[config.mk]
export PLATFORM = sky130hd
export DESIGN_NAME = fa_pipe_seg
export DESIGN_NICKNAME = d
export VERILOG_FILES = /design/src/rtl/fa_pipe_seg.sv
export SDC_FILE = /design/constraint.sdc
export NUM_CORES = 1
export LEC_CHECK = 0
export CORE_MARGIN = 1
export CORE_UTILIZATION = 56
export CTS_CLUSTER_DIAMETER = 40
export DETAILED_ROUTE_END_ITERATION = 8
export PLACE_DENSITY_LB_ADDON = 0.08
export SLEW_MARGIN = 20
export SYNTH_ARGS = -nofsm -noshare
export SYNTH_HDL_FRONTEND = slang
export SYNTH_SLANG_ARGS = --single-unit
[constraint.sdc]
create_clock -name CLK -period 5.9 [get_ports CLK]
set_clock_uncertainty 0.2 [all_clocks]
set_input_delay 1.18 -clock CLK [delete_from_list [all_inputs] [get_ports CLK]]
set_output_delay 1.18 -clock CLK [all_outputs]
set_load 0.005 [all_outputs]
[src/rtl/fa_pipe_seg.sv]
// Segmented pipelined adder/subtractor: one SEG-bit slice per stage, ripple carry between
// stages, operand/result skew so each transaction leaves aligned, optional signed saturation.
module fa_pipe_seg #(
   parameter int WIDTH = 24,
   parameter int SEG   = 12
) (
   input  logic             CLK,
   input  logic             RST_N,
   input  logic             IN_VALID,
   output logic             IN_READY,
   input  logic [WIDTH-1:0] A,
   input  logic [WIDTH-1:0] B,
   input  logic             CIN,
   input  logic             SUB,
   input  logic             SAT,
   output logic             OUT_VALID,
   input  logic             OUT_READY,
   output logic [WIDTH-1:0] SUM,
   output logic             COUT,
   output logic             OVF
);

   localparam int NSEG = WIDTH / SEG;

   // Stage k holds the transaction after segment k has been added; stage NSEG-1 is the output.
   logic [WIDTH-1:0] r_a   [NSEG];
   logic [WIDTH-1:0] r_b   [NSEG];
   logic [WIDTH-1:0] r_s   [NSEG];
   logic             r_c   [NSEG];
   logic             r_v   [NSEG];
   logic             r_sub [NSEG];
   logic             r_sat [NSEG];
   logic             r_ovf;

   logic [WIDTH-1:0] w_in_a   [NSEG];
   logic [WIDTH-1:0] w_in_b   [NSEG];
   logic [WIDTH-1:0] w_in_s   [NSEG];
   logic             w_in_c   [NSEG];
   logic             w_in_v   [NSEG];
   logic             w_in_sub [NSEG];
   logic             w_in_sat [NSEG];

   logic [WIDTH-1:0] w_nxt_s  [NSEG];
   logic             w_nxt_c  [NSEG];
   logic             w_nxt_ovf;
   logic             w_adv;

   logic [SEG:0]     w_seg_sum;
   logic [SEG-1:0]   w_seg_b;
   logic             w_sign_a;
   logic             w_sign_b;

   assign w_adv    = !r_v[NSEG-1] || OUT_READY;
   assign IN_READY = w_adv;

   // Stage 0 sees the ports; SUB forces carry-in high so A + ~B + 1 = A - B.
   always_comb begin
      w_in_a[0]   = A;
      w_in_b[0]   = B;
      w_in_s[0]   = '0;
      w_in_c[0]   = SUB | CIN;
      w_in_v[0]   = IN_VALID;
      w_in_sub[0] = SUB;
      w_in_sat[0] = SAT;
      for (int k = 1; k < NSEG; k++) begin
         w_in_a[k]   = r_a[k-1];
         w_in_b[k]   = r_b[k-1];
         w_in_s[k]   = r_s[k-1];
         w_in_c[k]   = r_c[k-1];
         w_in_v[k]   = r_v[k-1];
         w_in_sub[k] = r_sub[k-1];
         w_in_sat[k] = r_sat[k-1];
      end
   end

   // NOTE: every variable gets a value before any conditional use, so no latch is inferred.
   always_comb begin
      w_seg_sum = '0;
      w_seg_b   = '0;
      for (int k = 0; k < NSEG; k++) begin
         w_seg_b   = w_in_b[k][k*SEG +: SEG] ^ {SEG{w_in_sub[k]}};
         w_seg_sum = {1'b0, w_in_a[k][k*SEG +: SEG]} + {1'b0, w_seg_b}
                     + {{SEG{1'b0}}, w_in_c[k]};
         w_nxt_s[k]              = w_in_s[k];
         w_nxt_s[k][k*SEG +: SEG] = w_seg_sum[SEG-1:0];
         w_nxt_c[k]              = w_seg_sum[SEG];
      end

      w_sign_a  = w_in_a[NSEG-1][WIDTH-1];
      w_sign_b  = w_in_b[NSEG-1][WIDTH-1] ^ w_in_sub[NSEG-1];
      w_nxt_ovf = (w_sign_a == w_sign_b) && (w_nxt_s[NSEG-1][WIDTH-1] != w_sign_a);
      if (w_in_sat[NSEG-1] && w_nxt_ovf)
         w_nxt_s[NSEG-1] = w_sign_a ? {1'b1, {(WIDTH-1){1'b0}}} : {1'b0, {(WIDTH-1){1'b1}}};
   end

   // NOTE: sequential state uses non-blocking assignments so every stage samples the old
   // value of its predecessor on the same edge.
   // NOTE: all stage registers, datapath included, are cleared so no stale operand survives reset.
   always_ff @(posedge CLK) begin
      if (!RST_N) begin
         for (int k = 0; k < NSEG; k++) begin
            r_a[k]   <= '0;
            r_b[k]   <= '0;
            r_s[k]   <= '0;
            r_c[k]   <= 1'b0;
            r_v[k]   <= 1'b0;
            r_sub[k] <= 1'b0;
            r_sat[k] <= 1'b0;
         end
         r_ovf <= 1'b0;
      end else if (w_adv) begin
         for (int k = 0; k < NSEG; k++) begin
            r_a[k]   <= w_in_a[k];
            r_b[k]   <= w_in_b[k];
            r_s[k]   <= w_nxt_s[k];
            r_c[k]   <= w_nxt_c[k];
            r_v[k]   <= w_in_v[k];
            r_sub[k] <= w_in_sub[k];
            r_sat[k] <= w_in_sat[k];
         end
         r_ovf <= w_nxt_ovf;
      end
   end

   assign OUT_VALID = r_v[NSEG-1];
   assign SUM       = r_s[NSEG-1];
   assign COUT      = r_c[NSEG-1];
   assign OVF       = r_ovf;

endmodule

==> out/metrics.yaml <==
max_cap_violations: 0
syn2layout_area_growth_pct: 22.2
ioPinCount: 83
syn_area_per_cell_um2: 11.6
cts_buffers: 9
cts.sinks: 67
grt-ovfl-total: 0
synth_area_leaders: "edfxtp_1, ha_1, xor2_1, a21o_1, and3_1"
clkPwrFrac: 0.285
io_buffers: 82
ys_warn_count: 0
final_common_cell: "clkdlybuf4s50_1"
end_kind: "primary output"
synth.net_count: 437
path_clk_slew_ns: 0.07
diodes: 0
syn_inst: 356
synth-seq-cells: 67
first_pass_iters: 4
final_core_util: 0.725
timing.final.crit_share: 0.715
tightest_slew_ns: 0.803
grt_max_degree: 36
synth_edf_count: 66
ys_seq_area_frac: 0.486
internal_power_mw: 1.04
synthFlopType: "edfxtp_1"
cp-start-kind: "input port"
start_util: 0.594
via_per_inst: 5.27
dieHeight_um: 87.8
finalHoldViolCount: 0
clk-insertion-delay-late_ns: 0.33
synth_top_area_cell: "edfxtp_1"
cp_max_fo: 31
nets: 494
vias: 2706
htreeDepth: 3
seq_power_share: 0.444
yosysUniqueCellTypes: 50
gp_congestion: 0.902
most-common-layout-cells: "clkdlybuf4s50_1, edfxtp_1, and3_1"
drive_above_1_share: 0.0576
dp_hpwl_um: 5290
cts_setup_buffers: 0
net-switching-power_mw: 0.361
crit_path_max_incr_delay_ns: 0.63
fmax_mhz: 237
grt_first_pass_wirelength_um: 11300
grt_pass1_vias: 2440
cp.arrival_ns: 2.84
dieArea_mm2: 0.00771
postRouteAntennaNets: 0
criticalPathCategory: "input port to primary output"
rows: 30
postCtsResizedCells: 0
holdBufCountCts: 0
path_cells: "clkdlybuf4s50_1 > nor2b_1 > inv_1 > clkdlybuf4s50_1"
synthArstFlopShare: 0
clock-root-buffer: "clkbuf_8"
rsz0062_at_grt: "no"
detail_route.wl_per_cell_um: 13.8
die_w_um: 87.8
finalCriticalPeriod_ns: 4.22
max_slew_margin: 0.465
totalWireLength_um: 7080
track_usage: 0.195
min_path_type: "flip-flop to flip-flop"
setup_viol: 0
synth_top_area_share: 0.481
finalSetupTns_ns: 0
netlist_area_mm2: 0.00412
fill_cells: 507
peakVddDrop_mv: 0.164
critPathRequiredTime_ns: 4.52
drt_iter0_drc: 140
power_density_mw_per_mm2: 277
cts_tree: "yes"
antenna_found_initial: 0
cts_buffer_depth: 2
comb_power_share: 0.271
drc: 0
p_sw_frac: 0.258
status: "finished, final reports clean"
cp_slowest_cell: "clkdlybuf4s50_1"
drv_slew: 0
core_mm2: 0.00694
cpMostUsedCell: "clkdlybuf4s50_1"
p_leak_nw: 2.30
==> critical path: cells and delay by family <==
family	cells	cell delay (ns)
AND/OR/NAND/NOR	1	0.07
buffers and inverters	3	1.59
==> cell type report <==
class / instances / area (um^2) / share of cell area
repair buffers: 85 / 843 / 0.167
inverters: 12 / 45.0 / 0.00894
well taps: 96 / 120 / 0.0238
clock buffers: 9 / 124 / 0.0246
multi-input cells: 238 / 1820 / 0.362
flip-flops and latches: 67 / 2000 / 0.397
clock inverters: 6 / 81.3 / 0.0161
==> stage by stage <==
step	area, um^2	instances	hold slack [ns]	power, mW	worst slack [ns]
final	5040	513	0.323	1.40	1.68
after global routing	5040	513	0.333	1.46	1.53
after CTS	5030	513	0.325	1.40	1.69
after detailed placement	4820	498	0.302	1.00	1.37
after global placement	4820	498	0.299	0.999	1.43
after floorplan	4120	356	0.260	0.896	1.76
==> worst paths after layout <==
kind                                 from         end  slack, ns  depth (start not counted)
worst max-delay path            OUT_READY    IN_READY       1.68                          4
worst min-delay path            r_s[0][1]  r_s[0][25]       0.32                          1
worst max register to register   r_sub[0]   r_c[0][1]       2.20                         10
worst min register to register  r_s[0][1]  r_s[0][25]       0.32                          1
==> layer usage <==
layer | part of all wire | wire length (um) | track usage
met5 | 0 | 0 | 0
met4 | 0.011 | 80 | 0.0790
met3 | 0.047 | 333 | 0.0368
met2 | 0.43 | 3050 | 0.273
met1 | 0.51 | 3610 | 0.297
==> synthesized netlist by cell type (all sizes together) (3+ instances only) <==
cell,n
xor2,25
a211oi,3
nor2b,7
a21o,26
nand2b,4
inv,12
ha,22
xnor2,8
buf,30
and3,30
and2,5
nand3,3
edfxtp,66
o21ai,14
o21a,6
fa,4
clkbuf,9
or3,4
nand2,11
nor2,14
nor3,6
a21oi,16
==> flip-flops by register name (all words and copies together), names as in the netlist <==
register / flops
OVF: 1
r_a: 12
r_b: 12
r_c: 2
r_s: 36
r_sat: 1
r_sub: 1
r_v: 2
==> cell families (layout without fill, tap and decap cells) <==
family                   count (synthesis)  in the layout  synth area share
AO/OA/AOI/OAI                           91             91             0.163
adder cells (fa/ha/maj)                 26             26            0.0862
multiplexers                             2              2           0.00486
AND/OR/NAND/NOR                         86             86             0.115
flip-flops                              67             67             0.486
buffers and inverters                   51            112            0.0756
XOR/XNOR                                33             33            0.0701
==> power by group through the flow <==
stage	clock network (mW)	logic, mW	registers [mW]
after floorplan	0	0.274	0.622
after global placement	0	0.370	0.629
after detailed placement	0	0.373	0.631
after CTS	0.403	0.377	0.621
after global routing	0.421	0.417	0.626
final	0.398	0.378	0.620
Power figures use the tool's default switching activity.
==> edit: new RTL, config.mk and constraints unchanged <==
`WIDTH`: 24 -> 36.
--- a/src/rtl/fa_pipe_seg.sv
+++ b/src/rtl/fa_pipe_seg.sv
@@ -1,7 +1,7 @@
 // Segmented pipelined adder/subtractor: one SEG-bit slice per stage, ripple carry between
 // stages, operand/result skew so each transaction leaves aligned, optional signed saturation.
 module fa_pipe_seg #(
-   parameter int WIDTH = 24,
+   parameter int WIDTH = 36,
    parameter int SEG   = 12
 ) (
    input  logic             CLK,
Interface: changed (resized A, B and SUM); port bits go from 83 to 119. The function was not compared with the original's and may differ.
==> edit against the unedited design <==
- non-clock buffer count rose by 37
- final area rose by 89%
- via count rose by 82%
- sequential cell count rose by 88
- worst setup slack got worse by 0.16 ns
- area after synthesis rose by 93%
- total power rose by 110%
- sequential power rose by 120%
- register-to-register slack improved by 0.15 ns
- die area rose by 90%
- wire length rose by 100%
- largest cell class unchanged
==> edit: results (changes against the unedited design) <==
cp_max_fo: 14  # -55%
preCtsSetupSlack_ns: 1.09  # -0.279 ns
routed_via_density: 5.51  # +4.5%
setup_ws_ns: 1.53  # -0.157 ns
nWellTaps: 180  # +88%
reg2reg_from: "r_sub[0][1]"
synth_edf_count: 154  # +130%
track_usage_pct: 20.9  # +1.4 points
cts_buffers: 17  # +8
clockBufferCount: 19  # +10
placedCellCount: 863  # +73%
clock_latency_ns: 0.42  # +0.09 ns
p_int_w: 0.00221  # +110%
startpoint: "SUB"
hpwl_um: 9760  # +85%
fillCellCount: 998  # +97%
status: "complete, no violations"
seq_share_pct: 48.8  # +9.0 points
layout.nonclk_buf_share_pct: 12.8  # -3.9 points
synth_nets: 749  # +71%
synthTopCellsByCount: "edfxtp_1, and3_1, xor2_1"
place_area_um2: 8950  # +86%
crit_arrival_ns: 4.30  # +1.46 ns
drive_gt1_share_pct: 5.87  # +0.12 points
ctsRootBufferMaster: "clkbuf_16"
powerSeq_w: 0.00138  # +120%
worstHoldStart: "OVF"
peakVddDrop_mv: 0.218  # +33%
nNonClkBuffers: 122  # +44%
grt_max_degree: 96  # +170%
drtIter0Drc: 350  # +150%
reg.largest.list: "r_s x72, r_a x36, r_b x36"
-- edit: cell count changes in the layout (fill, tap and decap cells not counted), moves of 21 or more --
cell / before / now
edfxtp_1: 66 / 154
and3_1: 29 / 93
clkdlybuf4s50_1: 82 / 117
o21a_1: 6 / 33
a21o_1: 26 / 1
nor2_1: 14 / 35
-- edit: logic make-up (layout without fill, tap and decap cells) --
| family | Yosys count | in the layout | synth area share, % |
|---|---|---|---|
| xor gates and xnor gates | 56 | 56 | 6.18 |
| AOI/OAI and AO/OA | 112 | 112 | 9.51 |
| adders and majority gates | 39 | 39 | 6.72 |
| DFF | 155 | 155 | 58.5 |
| and+or+nand+nor | 183 | 183 | 12.7 |
| buffers and inverters | 85 | 169 | 6.26 |
| muxes | 1 | 1 | 0.142 |
-- edit: per-layer routing --
metal / GRT usage (%) / wire (um)
met1: 25.9 / 6090
met5: 0 / 0
met3: 4.51 / 643
met4: 7.48 / 199
met2: 36.0 / 7470
